**src/rtl/wb_pkg.sv**
```systemverilog
// Shared definitions for the writeback stage: writeback source codes,
// load type codes, FSM state encoding and the latched instruction record.
package wb_pkg;

  localparam int unsigned XLEN = 32;
  localparam int unsigned RA_W = 5;

  localparam logic [1:0] WDSEL_ALU = 2'b00;
  localparam logic [1:0] WDSEL_MEM = 2'b01;
  localparam logic [1:0] WDSEL_PC4 = 2'b10;
  localparam logic [1:0] WDSEL_RSV = 2'b11;

  localparam logic [2:0] DM_LW  = 3'b000;
  localparam logic [2:0] DM_LH  = 3'b001;
  localparam logic [2:0] DM_LHU = 3'b010;
  localparam logic [2:0] DM_LB  = 3'b011;
  localparam logic [2:0] DM_LBU = 3'b100;

  typedef enum logic [1:0] {
    S_IDLE     = 2'b00,
    S_WAIT_MEM = 2'b01,
    S_COMMIT   = 2'b10
  } state_e;

  typedef struct packed {
    logic            rfwr;
    logic [RA_W-1:0] rd;
    logic [1:0]      wdsel;
    logic [2:0]      dmtype;
    logic [XLEN-1:0] alu_out;
    logic [XLEN-1:0] pc;
  } wb_instr_t;

endpackage

```
**src/rtl/load_ext.sv**
```systemverilog
// Load data alignment and extension: picks the addressed byte/half of the
// read word and sign- or zero-extends it. Unknown load types pass the word.
module load_ext
  import wb_pkg::*;
(
  input  logic [2:0]      dmtype,
  input  logic [1:0]      offset,
  input  logic [XLEN-1:0] rdata,
  output logic [XLEN-1:0] data_c
);

  logic [15:0] half_c;
  logic [7:0]  byte_c;

  assign half_c = rdata[{offset[1], 4'b0000} +: 16];
  assign byte_c = rdata[{offset, 3'b000} +: 8];

  always_comb begin
    data_c = rdata;
    case (dmtype)
      DM_LW:   data_c = rdata;
      DM_LH:   data_c = {{16{half_c[15]}}, half_c};
      DM_LHU:  data_c = {16'h0000, half_c};
      DM_LB:   data_c = {{24{byte_c[7]}}, byte_c};
      DM_LBU:  data_c = {24'h000000, byte_c};
      default: data_c = rdata;
    endcase
  end

endmodule

```
**src/rtl/wb_stage.sv**
```systemverilog
// Writeback stage: accepts one instruction from MEM, waits for load data if
// needed, then commits it to the register file and counts retirements.
module wb_stage
  import wb_pkg::*;
#(
  parameter int unsigned CNT_W = 32
) (
  input  logic             clk,
  input  logic             rstn,
  input  logic             m_valid,
  output logic             m_ready,
  input  logic             m_rfwr,
  input  logic [4:0]       m_rd,
  input  logic [1:0]       m_wdsel,
  input  logic [2:0]       m_dmtype,
  input  logic [31:0]      m_alu_out,
  input  logic [31:0]      m_pc,
  input  logic             dm_rvalid,
  input  logic [31:0]      dm_rdata,
  input  logic             freeze,
  input  logic             flush,
  output logic             RFWr,
  output logic [4:0]       A3,
  output logic [31:0]      WD,
  output logic [CNT_W-1:0] retired
);

  state_e          state_q, state_d;
  wb_instr_t       ins_q, ins_d;
  logic [XLEN-1:0] rdata_q, rdata_d;
  logic [CNT_W-1:0] retired_q, retired_d;
  logic            ready_c;
  logic [XLEN-1:0] ext_c;
  logic [XLEN-1:0] wd_c;

  load_ext u_load_ext (
    .dmtype (ins_q.dmtype),
    .offset (ins_q.alu_out[1:0]),
    .rdata  (rdata_q),
    .data_c (ext_c)
  );

  always_ff @(posedge clk) begin
    if (!rstn) begin
      state_q   <= S_IDLE;
      ins_q     <= '0;
      rdata_q   <= '0;
      retired_q <= '0;
    end else begin
      state_q   <= state_d;
      ins_q     <= ins_d;
      rdata_q   <= rdata_d;
      retired_q <= retired_d;
    end
  end

  // Writeback data source for the latched instruction.
  always_comb begin
    wd_c = '0;
    case (ins_q.wdsel)
      WDSEL_ALU: wd_c = ins_q.alu_out;
      WDSEL_MEM: wd_c = ext_c;
      WDSEL_PC4: wd_c = ins_q.pc + 32'd4;
      WDSEL_RSV: wd_c = '0;
      default:   wd_c = '0;
    endcase
  end

  // Next state and outputs; freeze and reset suppress every side effect.
  always_comb begin
    state_d   = state_q;
    ins_d     = ins_q;
    rdata_d   = rdata_q;
    retired_d = retired_q;
    ready_c   = 1'b0;
    RFWr      = 1'b0;
    A3        = '0;
    WD        = '0;

    if (rstn && !freeze) begin
      case (state_q)
        S_IDLE: ready_c = !flush;
        S_WAIT_MEM: begin
          if (flush) begin
            state_d = S_IDLE;
          end else if (dm_rvalid) begin
            rdata_d = dm_rdata;
            state_d = S_COMMIT;
          end
        end
        S_COMMIT: begin
          ready_c   = 1'b1;
          RFWr      = ins_q.rfwr && (ins_q.rd != 5'd0);
          retired_d = retired_q + CNT_W'(1);
          state_d   = S_IDLE;
        end
        default: state_d = S_IDLE;
      endcase

      if (m_valid && ready_c) begin
        ins_d.rfwr    = m_rfwr;
        ins_d.rd      = m_rd;
        ins_d.wdsel   = m_wdsel;
        ins_d.dmtype  = m_dmtype;
        ins_d.alu_out = m_alu_out;
        ins_d.pc      = m_pc;
        state_d       = (m_wdsel == WDSEL_MEM) ? S_WAIT_MEM : S_COMMIT;
      end
    end

    if (rstn && state_q == S_COMMIT) begin
      A3 = ins_q.rd;
      WD = wd_c;
    end
  end

  assign m_ready = ready_c;
  assign retired = retired_q;

endmodule

```
**config.mk**
```make
export PLATFORM = sky130hd
export DESIGN_NAME = wb_stage
export DESIGN_NICKNAME = d
export VERILOG_FILES = /design/src/rtl/wb_pkg.sv /design/src/rtl/load_ext.sv /design/src/rtl/wb_stage.sv
export SDC_FILE = /design/constraint.sdc
export NUM_CORES = 1
export LEC_CHECK = 0
export BUFFER_PORTS_ARGS = -buffer_cell sky130_fd_sc_hd__buf_2
export CORE_AREA = 2 2 143 145
export DETAILED_ROUTE_END_ITERATION = 7
export DIE_AREA = 0 0 145 147
export GPL_TIMING_DRIVEN = 0
export MAX_ROUTING_LAYER = met4
export PLACE_DENSITY = 0.64
export REMOVE_ABC_BUFFERS = 1
export SKIP_LAST_GASP = 1
export SYNTH_ARGS = -nofsm -noshare
export SYNTH_HDL_FRONTEND = slang
export SYNTH_SLANG_ARGS = --single-unit
```
**constraint.sdc**
```tcl
create_clock -name clk -period 2.2 [get_ports clk]
set_clock_uncertainty 0.2 [all_clocks]
set_input_delay 0.33 -clock clk [delete_from_list [all_inputs] [get_ports clk]]
set_output_delay 0.33 -clock clk [all_outputs]
set_load 0.005 [all_outputs]
```
==> summary.txt, run 1 <==
Yosys reg bits -> 141
CTS tree -> done
# setup viols final -> 32
Post-Syn Area -> 0.007395 mm²
Worst EP required -> 1.67 ns
Worst hold path type -> primary input to register
N_diodes -> 0
M2 GR Usage -> 0.4195
R2r endpoint -> retired[31]
Max clock buf depth -> 2
Share of cells above drive strength 1 -> 0.3538
Crit path from -> ins_q[13]
Final nets -> 1436
Antenna Nets Post-Route -> 0
Initial antenna violation count -> 0
Post-route setup slack -> -0.7667 ns
Min cycle time layout -> 2.967 ns
Post-DP HPWL -> 16160 µm
Placeable Area -> 0.01984 mm²
Crit Path Class -> register to primary output
Synth async-reset ratio -> 0
GRT met3 Usage -> 0.05155
Sink Count -> 141
Flip-flop and latch area -> 0.002919 mm²
Lkg Pwr -> 4.924 nW
Max-cap violations -> 0
Seq/Total Area, Yosys -> 0.3817
Grt ovf -> 0
TritonCTS buffer count -> 17
Die Span Y -> 147 µm
Worst Tran Pin Value -> 0.6576 ns
Area leader, netlist -> dfxtp_1
Initial Util -> 0.3726
Die area -> 0.02132 mm²
RSZ-0062 raised after global routing -> yes
GRT busiest layer -> met2
Max_slew headroom -> 0.5601
Yosys top cell area share -> 0.3817
Crit start category -> register
R2R Setup Slk -> 0.09 ns
Final Slew Violations -> 0
Status -> finished, violations left
Wire per inst -> 17.69 µm
Root Buffer -> clkbuf_16
Worst R2R Start -> retired[9]
Synth unique cells -> 64
EDFF count, synth -> 0
Final hold slack -> 0.05141 ns
Area growth syn-to-layout -> 62.83%
Worst r2r path cells -> 5
Placement row count -> 52
Syn_area_per_cell -> 7.584 µm²
First-pass GRT wire length -> 42960 µm
Period utilization -> 1.348
Worst Setup End Kind -> primary output
Die X -> 145 µm
Boundary Pins -> 184
DRT iter0 DRCs -> 655
Clock latency on the worst-skew pair -> 0.43 ns
1st-pass router iterations -> 5
Final hold vios -> 0
Vias in the first global route -> 8195
Max Clock Freq -> 337.1 MHz
I/O Buffers -> 183
Critical path peak fanout -> 5
DR DRC count -> 0
Fin util -> 0.6067
GPL Wtd Cong -> 0.8866
Setup TNS -> -17.12 ns
Yosys warnings -> 0
Power Density -> 544.1 mW/mm²
CP Capture Point -> WD[20]
Pin count of the biggest net entering global routing -> 73
Critical Path AT -> 2.44 ns
Mean number of vias per cell -> 5.371
Max VDD drop -> 0.0005181 V
H-tree depth -> 4
Met1 Use GR -> 0.3252
Pre-CTS WS -> -1.912 ns
Post-synth top flop -> dfxtp_1
Failing checks -> setup timing
Multi-input logic area -> 0.005046 mm²
Mapped Cells -> 975
Wirelength, routed -> 28380 µm
Total number of vias -> 8615
Synth area leaders -> dfxtp_1, nand2_1, o21ai_0
Total track usage -> 0.2604
Clock slew at reported path FFs -> 0.06 ns
Filler Cells Inserted -> 1674
## final cells by class
cell class | count | share of cell area
multi-input combinational | 757 | 0.4191
timing repair buffer | 393 | 0.2539
sequential | 141 | 0.2424
clock buffer | 22 | 0.03938
tap | 270 | 0.02806
clock inverter | 10 | 0.01341
inverter | 11 | 0.003741
## power by group
| part | total, W | internal, W | switching [W] |
|---|---|---|---|
| Combinational | 0.000765 | 0.000413 | 0.000352 |
| Clock | 0.00314 | 0.00199 | 0.00115 |
| Sequential | 0.00265 | 0.00259 | 0.0000589 |
| Total | 0.00655 | 0.00499 | 0.00156 |
## registers in the layout (all words and copies together), names as in the netlist
name / flops
ins_q: 75
rdata_q: 32
retired: 32
state_q: 2
## how the worst min path moves through the flow
stage	end	slack, ns	from	depth (start not counted)
3_3_place_gp	rdata_q[5]	0.24	rdata_q[5]	2
2_1_floorplan	rdata_q[0]	0.23	dm_rdata[0]	2
5_1_grt	retired[27]	0.06	rstn	3
4_1_cts	state_q[1]	0.06	flush	3
3_5_place_dp	rdata_q[5]	0.25	rdata_q[5]	2
6_report	ins_q[13]	0.05	rstn	3
## cell usage after synthesis (7+ instances only)
cell      count
a21oi_1      19
clkbuf_1     56
xnor2_1      25
nand2b_1     17
xor2_1       20
dfxtp_1     141
nor2_1       28
nand3_1      52
and2_1       28
o211ai_1     11
nor2b_1       7
a221oi_1      9
o21ai_0     115
nor4_1       13
nand2_1     253
and4_1        8
inv_1        11
nor3_1       15
mux2i_1      14
and3_1        8
o22ai_1      10
nand4_1      15
## worst max-delay path, stage by stage (launching register included)
cell,delay (ns)
dfxtp_4,0.35
nand4_4,0.12
or4_4,0.59
buf_6,0.15
o31a_1,0.26
o31ai_4,0.26
a21oi_2,0.12
buf_2,0.14
## logic make-up after synthesis
| kind of cell | synth area share |
|---|---|
| AOI/OAI and AO/OA | 0.1809 |
| xor gates and xnor gates | 0.05330 |
| adders and majority gates | 0.003384 |
| buffers and inverters | 0.04636 |
| DFF | 0.3817 |
| muxes | 0.02961 |
| and+or+nand+nor | 0.3047 |
## metrics by stage
| step | instances | area, µm² | power, W |
|---|---|---|---|
| 6_report | 1604 | 12040 | 0.006552 |
| 3_3_place_gp | 1360 | 8347 | 0.003082 |
| 4_1_cts | 1577 | 11560 | 0.006497 |
| 2_1_floorplan | 907 | 7093 | 0.002867 |
| 5_1_grt | 1604 | 12040 | 0.006763 |
| 3_5_place_dp | 1365 | 8467 | 0.003100 |
## cell usage in the layout, fill, tap and decap left out, types with 10 or more instances in the layout
master	Yosys	layout
and2_1	28	27
buf_2	3	182
buf_4	0	72
buf_6	1	17
clkbuf_16	0	18
dfxtp_1	141	108
dfxtp_2	0	11
dfxtp_4	0	22
dlygate4sd3_1	0	107
mux2i_1	14	12
nand2_1	253	247
nand2b_1	17	17
nand3_1	52	48
nand4_1	15	15
nor2_1	28	17
nor3_1	15	10
o211ai_1	11	11
o21ai_0	115	104
xnor2_1	25	21
xor2_1	20	20
## what timing repair did
item / 4_1_cts / 5_1_grt
endpoints found under the setup margin: 166 / 101
gates resized for setup: 182 / 60
pin swaps: 45 / 35
hold buffers: 107 / 0
gates cloned: 4 / 1
buffers inserted: 70 / 27
hold endpoints to repair: 107 / 0
## metal layers
layer / wire length, µm / share of wire
met5: 0 / 0
met4: 1047 / 0.037
met3: 2213 / 0.078
met2: 13140 / 0.46
met1: 11970 / 0.42
Power figures use the tool's default switching activity.
==> run 2, diff against run 1 <==
- CTS_CLUSTER_DIAMETER: default -> 200
- HOLD_SLACK_MARGIN: default -> 0.15
==> run 2 against run 1 <==
The flow still finishes with violations (setup timing). Sequential power barely moved. Register-to-register slack barely moved. Via count rose by 0.43%. Setup slack improved by 0.018 ns. First-iteration DRC count fell by 5.3%. Largest power group unchanged.
==> summary.txt, run 2 (synthesis gave the netlist of run 1 again) <==
Status -> finished, violations left
Failing checks -> setup timing
Critical path peak fanout -> 5 (unchanged)
RSZ-0062 raised after global routing -> yes
Max-cap violations -> 0 (unchanged)
CP cell instances -> nand4_4 > or4_4 > buf_6 > o31a_1 > o31ai_4 > a21oi_2 > buf_2
Max FFs per register -> 75 (unchanged)
H-tree depth -> 4 (unchanged)
Pre-CTS WS -> -1.912 ns (unchanged)
R2R Setup Slk -> 0.08 ns (about the same)
Critical Path AT -> 2.42 ns (-0.02 ns)
Die X -> 145 µm (unchanged)
Largest stage delay, worst path -> 0.56 ns (-0.03 ns)
Worst Tran Pin Value -> 0.6613 ns (+0.003775 ns)
Final Slew Violations -> 0 (unchanged)
Commonest cells after routing, fill and taps aside -> nand2_1, buf_2, dlygate4sd3_1
Fin util -> 0.6072 (about the same)
DRT iter0 DRCs -> 620 (-5.3%)
Hold_sp -> flush
Die Span Y -> 147 µm (unchanged)
GPL Wtd Cong -> 0.8866 (unchanged)
Pin count of the biggest net entering global routing -> 64 (-12%)
Total power -> 0.006560 W (+0.12%)
Area growth syn-to-layout -> 62.94% (about the same)
Max VDD drop -> 0.0005180 V (about the same)
Wire per inst -> 17.64 µm (-0.27%)
First-pass GRT wire length -> 43300 µm (+0.80%)
N_diodes -> 0 (unchanged)
1st-pass router iterations -> 5 (unchanged)
Total number of vias -> 8652 (+0.43%)
# setup viols final -> 32 (unchanged)
Clock slew at reported path FFs -> 0.06 ns (about the same)
Vias in the first global route -> 8260 (+0.79%)
DR DRC count -> 0 (unchanged)
Sink Count -> 141 (unchanged)
Period utilization -> 1.340 (-0.008316)
Worst Setup End Kind -> primary output
Worst r2r path cells -> 5 (unchanged)
Final hold vios -> 0 (unchanged)
Slowest cell on crit path -> or4_4
Die area -> 0.02132 mm² (unchanged)
Placement row count -> 52 (unchanged)
Wirelength, routed -> 28300 µm (-0.27%)
CTS tree -> done
Antenna Nets Post-Route -> 0 (unchanged)
Placeable Area -> 0.01984 mm² (unchanged)
Grt ovf -> 0 (unchanged)
Worst R2R Start -> retired[9]
Worst hold path type -> primary input to register
Post-route setup slack -> -0.7484 ns (+0.01830 ns)
Root Buffer -> clkbuf_16
Worst EP required -> 1.67 ns (about the same)
Initial antenna violation count -> 0 (unchanged)
Power Density -> 544.4 mW/mm² (about the same)
Max_slew headroom -> 0.5575 (-0.002526)
Mean number of vias per cell -> 5.394 (+0.43%)
CP delay by family, top -> simple AND/OR/NAND/NOR gates
Boundary Pins -> 184 (unchanged)
Buf+Inv Stages, Crit Path -> 2 (unchanged)
Placed cells -> 1365 (unchanged)
Clock latency on the worst-skew pair -> 0.43 ns (about the same)
WHS Path Cells -> 4 (+1)
I/O Buffers -> 183 (unchanged)
TritonCTS buffer count -> 17 (unchanged)
WHS Endpoint -> state_q[0]
Max clock buf depth -> 2 (unchanged)
Crit Path Class -> register to primary output
Initial Util -> 0.3726 (unchanged)
Min cycle time layout -> 2.948 ns (-0.01830 ns)
R2r endpoint -> retired[31]
Commonest non-fill, non-tap cell in the layout -> nand2_1
Total track usage -> 0.2627 (+0.002326)
Lkg Pwr -> 4.886 nW (-0.78%)
Final nets -> 1436 (unchanged)
Share of cells above drive strength 1 -> 0.3448 (-0.008996)
Crit start category -> register
Reg with most FFs -> ins_q
Final hold slack -> 0.1568 ns (+0.1054 ns)
Fin cells -> 1604 (unchanged)
Max Clock Freq -> 339.2 MHz (+0.62%)
Post-DP HPWL -> 16160 µm (unchanged)
-- run 2: cell count changes in the layout (fill, tap and decap cells not counted), sizes merged --
cell and change:
buf -7, dlygate4sd3 +8, clkbuf -1
-- run 2: power breakdown --
| group | switching [W] | total (W) | internal (W) |
|---|---|---|---|
| registers | 0.0000598 | 0.00265 | 0.00259 |
| clock network | 0.00115 | 0.00314 | 0.00199 |
| logic | 0.000353 | 0.000771 | 0.000419 |
| total | 0.00157 | 0.00656 | 0.00499 |
-- run 2: metrics by stage --
stage | cell area, µm² | setup TNS (ns)
finish | 12050 | -16.30
global route | 12050 | -18.49
CTS | 11670 | -15.39
detailed placement | 8467 | -163.25
global placement | 8347 | -812.54
floorplan | 7093 | -258.82
-- run 2: layout make-up --
cell class,instances,area (µm²)
Clock buffer,22,474.2
Clock inverter,10,161.4
Fill cell,1688,7795
Inverter,11,45.04
Multi-Input combinational cell,757,5035
Sequential cell,141,2917
Tap cell,270,337.8
Timing Repair Buffer,393,3079
-- run 2: worst max-delay path by stage --
stage	start	end	slack, ns	cells after the start
6_report	ins_q[11]	WD[20]	-0.75	7
3_3_place_gp	rstn	ins_q[51]	-7.98	6
5_1_grt	ins_q[11]	WD[24]	-0.80	7
2_1_floorplan	rstn	ins_q[0]	-3.26	4
3_5_place_dp	rstn	retired[26]	-1.91	7
4_1_cts	ins_q[13]	WD[19]	-0.77	5
-- run 2: worst reg2reg max path, cell delays in order (launching register included) --
cell and delay, ns:
dfxtp_1 0.43, and4_2 0.31, nand2_2 0.15, or4_4 0.63, o211ai_1 0.19, o31ai_1 0.09
-- run 2: metal layers --
| metal | part of all wire | wire, µm | vias to the layer above | track usage |
|---|---|---|---|---|
| li1 | - | - | 4116 | - |
| met1 | 0.41 | 11680 | 4010 | 0.3266 |
| met2 | 0.46 | 13040 | 435 | 0.4226 |
| met3 | 0.084 | 2372 | 91 | 0.05466 |
| met4 | 0.042 | 1200 | 0 | 0.09802 |
| met5 | 0 | 0 | - | - |
-- run 2: repair_timing --
action | 4_1_cts | 5_1_grt
pin swaps | 45 | 36
setup buffers | 70 | 19
gates resized for setup | 182 | 54
hold endpoints to repair | 114 | 0
hold buffers | 116 | 0
cloned | 4 | 0
endpoints found under the setup margin | 166 | 47
==> run 3, diff against run 2 <==
- CORE_AREA: 2 2 143 145 -> 2 2 139 141
- DIE_AREA: 0 0 145 147 -> 0 0 141 143
- clock period: 2.2 -> 3.75 ns (I/O delays scaled with it)
==> run 3 against run 2 <==
The run now ends clean. Clock power is 47% lower. Global-route usage is 2.3 points lower. Final area is 17% lower. Combinational power is 62% lower. Flip-flop and latch count stayed put. Setup slack better by 0.86 ns. Highest routed layer unchanged. Critical endpoint is now WD[19].
==> summary.txt, run 3 (synthesis gave the netlist of run 1 again) <==
Status -> completed
First-pass GRT wire length -> 37200 µm (-14%)
N_diodes -> 0 (unchanged)
Critical path peak fanout -> 15 (+10)
Max FFs per register -> 75 (unchanged)
Antenna Nets Post-Route -> 0 (unchanged)
# setup viols final -> 0 (-100%)
Area growth syn-to-layout -> 35.67%
Clock slew at reported path FFs -> 0.06 ns (about the same)
Initial antenna violation count -> 0 (unchanged)
Max-cap violations -> 0 (unchanged)
DRT iter0 DRCs -> 538 (-13%)
Die area -> 0.02016 mm² (-5.4%)
H-tree depth -> 4 (unchanged)
Setup TNS -> 0 ns (+16.30 ns)
Vias in the first global route -> 7201 (-13%)
CP cell instances -> nand3_2 > or4_4 > or4_1 > a311oi_1 > buf_2
Worst Setup End Kind -> primary output
Final hold slack -> 0.1478 ns (-0.009034 ns)
R2R Setup Slk -> 1.10 ns (+1.02 ns)
Slowest cell on crit path -> or4_4
Grt ovf -> 0 (unchanged)
Max Clock Freq -> 274.8 MHz
WL met3 -> 1229 µm (-48%)
Worst hold path type -> primary input to register
Mean number of vias per cell -> 5.295 (-1.8%)
Final nets -> 1330 (-7.4%)
I/O Buffers -> 183 (unchanged)
Boundary Pins -> 184 (unchanged)
Crit Path Class -> register to primary output
Sink Count -> 141 (unchanged)
Die X -> 141 µm (-2.8%)
CP delay by family, top -> simple AND/OR/NAND/NOR gates
RSZ-0062 raised after global routing -> no
Post-route setup slack -> 0.1109 ns (+0.8593 ns)
Final Slew Violations -> 0 (unchanged)
Worst R2R Start -> state_q[1]
GPL Wtd Cong -> 0.9001 (+1.5%)
Final hold vios -> 0 (unchanged)
Root Buffer -> clkbuf_16
Largest stage delay, worst path -> 0.70 ns (+0.14 ns)
Worst Tran Pin Value -> 1.149 ns (+0.4879 ns)
Total number of vias -> 7742 (-11%)
CTS tree -> done
TritonCTS buffer count -> 17 (unchanged)
Crit start category -> register
WHS Endpoint -> ins_q[21]
Top layer in use -> met4
Hold_sp -> m_pc[21]
Lkg Pwr -> 4.103 nW (-16%)
Reg with most FFs -> ins_q
DR DRC count -> 0 (unchanged)
Share of cells above drive strength 1 -> 0.2044 (-0.1404)
Final Instance Area -> 0.01003 mm² (-17%)
Min cycle time layout -> 3.639 ns
Metal-1 WL -> 11170 µm (-4.3%)
R2r endpoint -> retired[26]
Max clock buf depth -> 2 (unchanged)
Initial Util -> 0.3980 (+0.02534)
Critical Path AT -> 2.88 ns (+0.46 ns)
Commonest cells after routing, fill and taps aside -> nand2_1, buf_2, dfxtp_1
Max_slew headroom -> 0.2339 (-0.3237)
Max VDD drop -> 0.0003167 V (-39%)
Post-DP HPWL -> 16080 µm (-0.52%)
Placement row count -> 50 (-3.8%)
Pre-CTS WS -> -0.5574 ns (+1.355 ns)
Worst r2r path cells -> 5 (unchanged)
Total track usage -> 0.2399 (-0.02277)
Worst EP required -> 2.99 ns (+1.32 ns)
Buf+Inv Stages, Crit Path -> 1 (-1)
Commonest non-fill, non-tap cell in the layout -> nand2_1
Clock latency on the worst-skew pair -> 0.43 ns (about the same)
WHS Path Cells -> 3 (-1)
DP Area -> 0.008422 mm² (-0.53%)
Power Density -> 352.3 mW/mm² (-35%)
Wire per inst -> 15.95 µm (-9.6%)
Die Span Y -> 143 µm (-2.7%)
Pin count of the biggest net entering global routing -> 77 (+20%)
1st-pass router iterations -> 4 (-1)
Period utilization -> 0.9704
Detail Route met2 WL -> 10530 µm (-19%)
Placeable Area -> 0.01858 mm² (-6.4%)
Wirelength, routed -> 23320 µm (-18%)
[run 3: changes by cell type in the layout (fill, tap and decap cells not counted), sizes merged, moves of 2 or more]
cell         previous run  this run
dlygate4sd3           115        94
clkbuf                 22        24
inv                    10        12
bufinv                  4         1
buf                   276       195
clkinvlp                4         2
bufbuf                  2         0
[run 3: cell type report]
class | instances | area, µm²
Multi-Input combinational cell | 755 | 4268
Timing Repair Buffer | 289 | 2018
Inverter | 11 | 41.29
Tap cell | 234 | 292.8
Clock inverter | 8 | 81.33
Sequential cell | 141 | 2829
Clock buffer | 24 | 501.7
Fill cell | 1743 | 8548
[run 3: through the flow]
step	util	std cells	total power, W
final	0.5399	1462	0.003534
after global routing	0.5399	1462	0.003660
after CTS	0.5393	1462	0.003557
after detailed placement	0.4533	1329	0.001816
after global placement	0.4468	1324	0.001807
after floorplan	-	907	0.001682
[run 3: how the worst max path moves through the flow]
stage / startpoint / end / slack, ns / depth (start not counted)
final: ins_q[8] / WD[19] / 0.11 / 5
after global routing: ins_q[8] / WD[19] / 0.05 / 5
after CTS: rstn / WD[5] / 0.004 / 7
after detailed placement: rstn / retired[26] / -0.56 / 7
after global placement: rstn / ins_q[51] / -6.53 / 6
after floorplan: rstn / ins_q[0] / -1.95 / 4
[run 3: routing by layer]
layer | GRT usage | vias up
met5 | - | -
met4 | 0.07263 | 0
met3 | 0.04728 | 29
met2 | 0.3725 | 220
met1 | 0.3179 | 3598
li1 | - | 3895
[run 3: report_power, final]
| part | internal, W | switching (W) |
|---|---|---|
| sequential | 0.00153 | 0.0000413 |
| combinational | 0.000161 | 0.000135 |
| clock | 0.00100 | 0.000667 |
[run 3: repair_timing]
| action | 4_1_cts | 5_1_grt |
|---|---|---|
| endpoints found under the hold margin | 94 | 0 |
| setup buffers | 7 | 0 |
| setup endpoints to repair | 32 | 20 |
| pin swaps | 1 | 0 |
| gates resized for setup | 7 | 4 |
| hold buffers | 94 | 0 |
[run 3: worst min-delay path: stages]
cell	delay (ns)
buf_2	0.08
nand2_1	0.05
o21ai_0	0.06
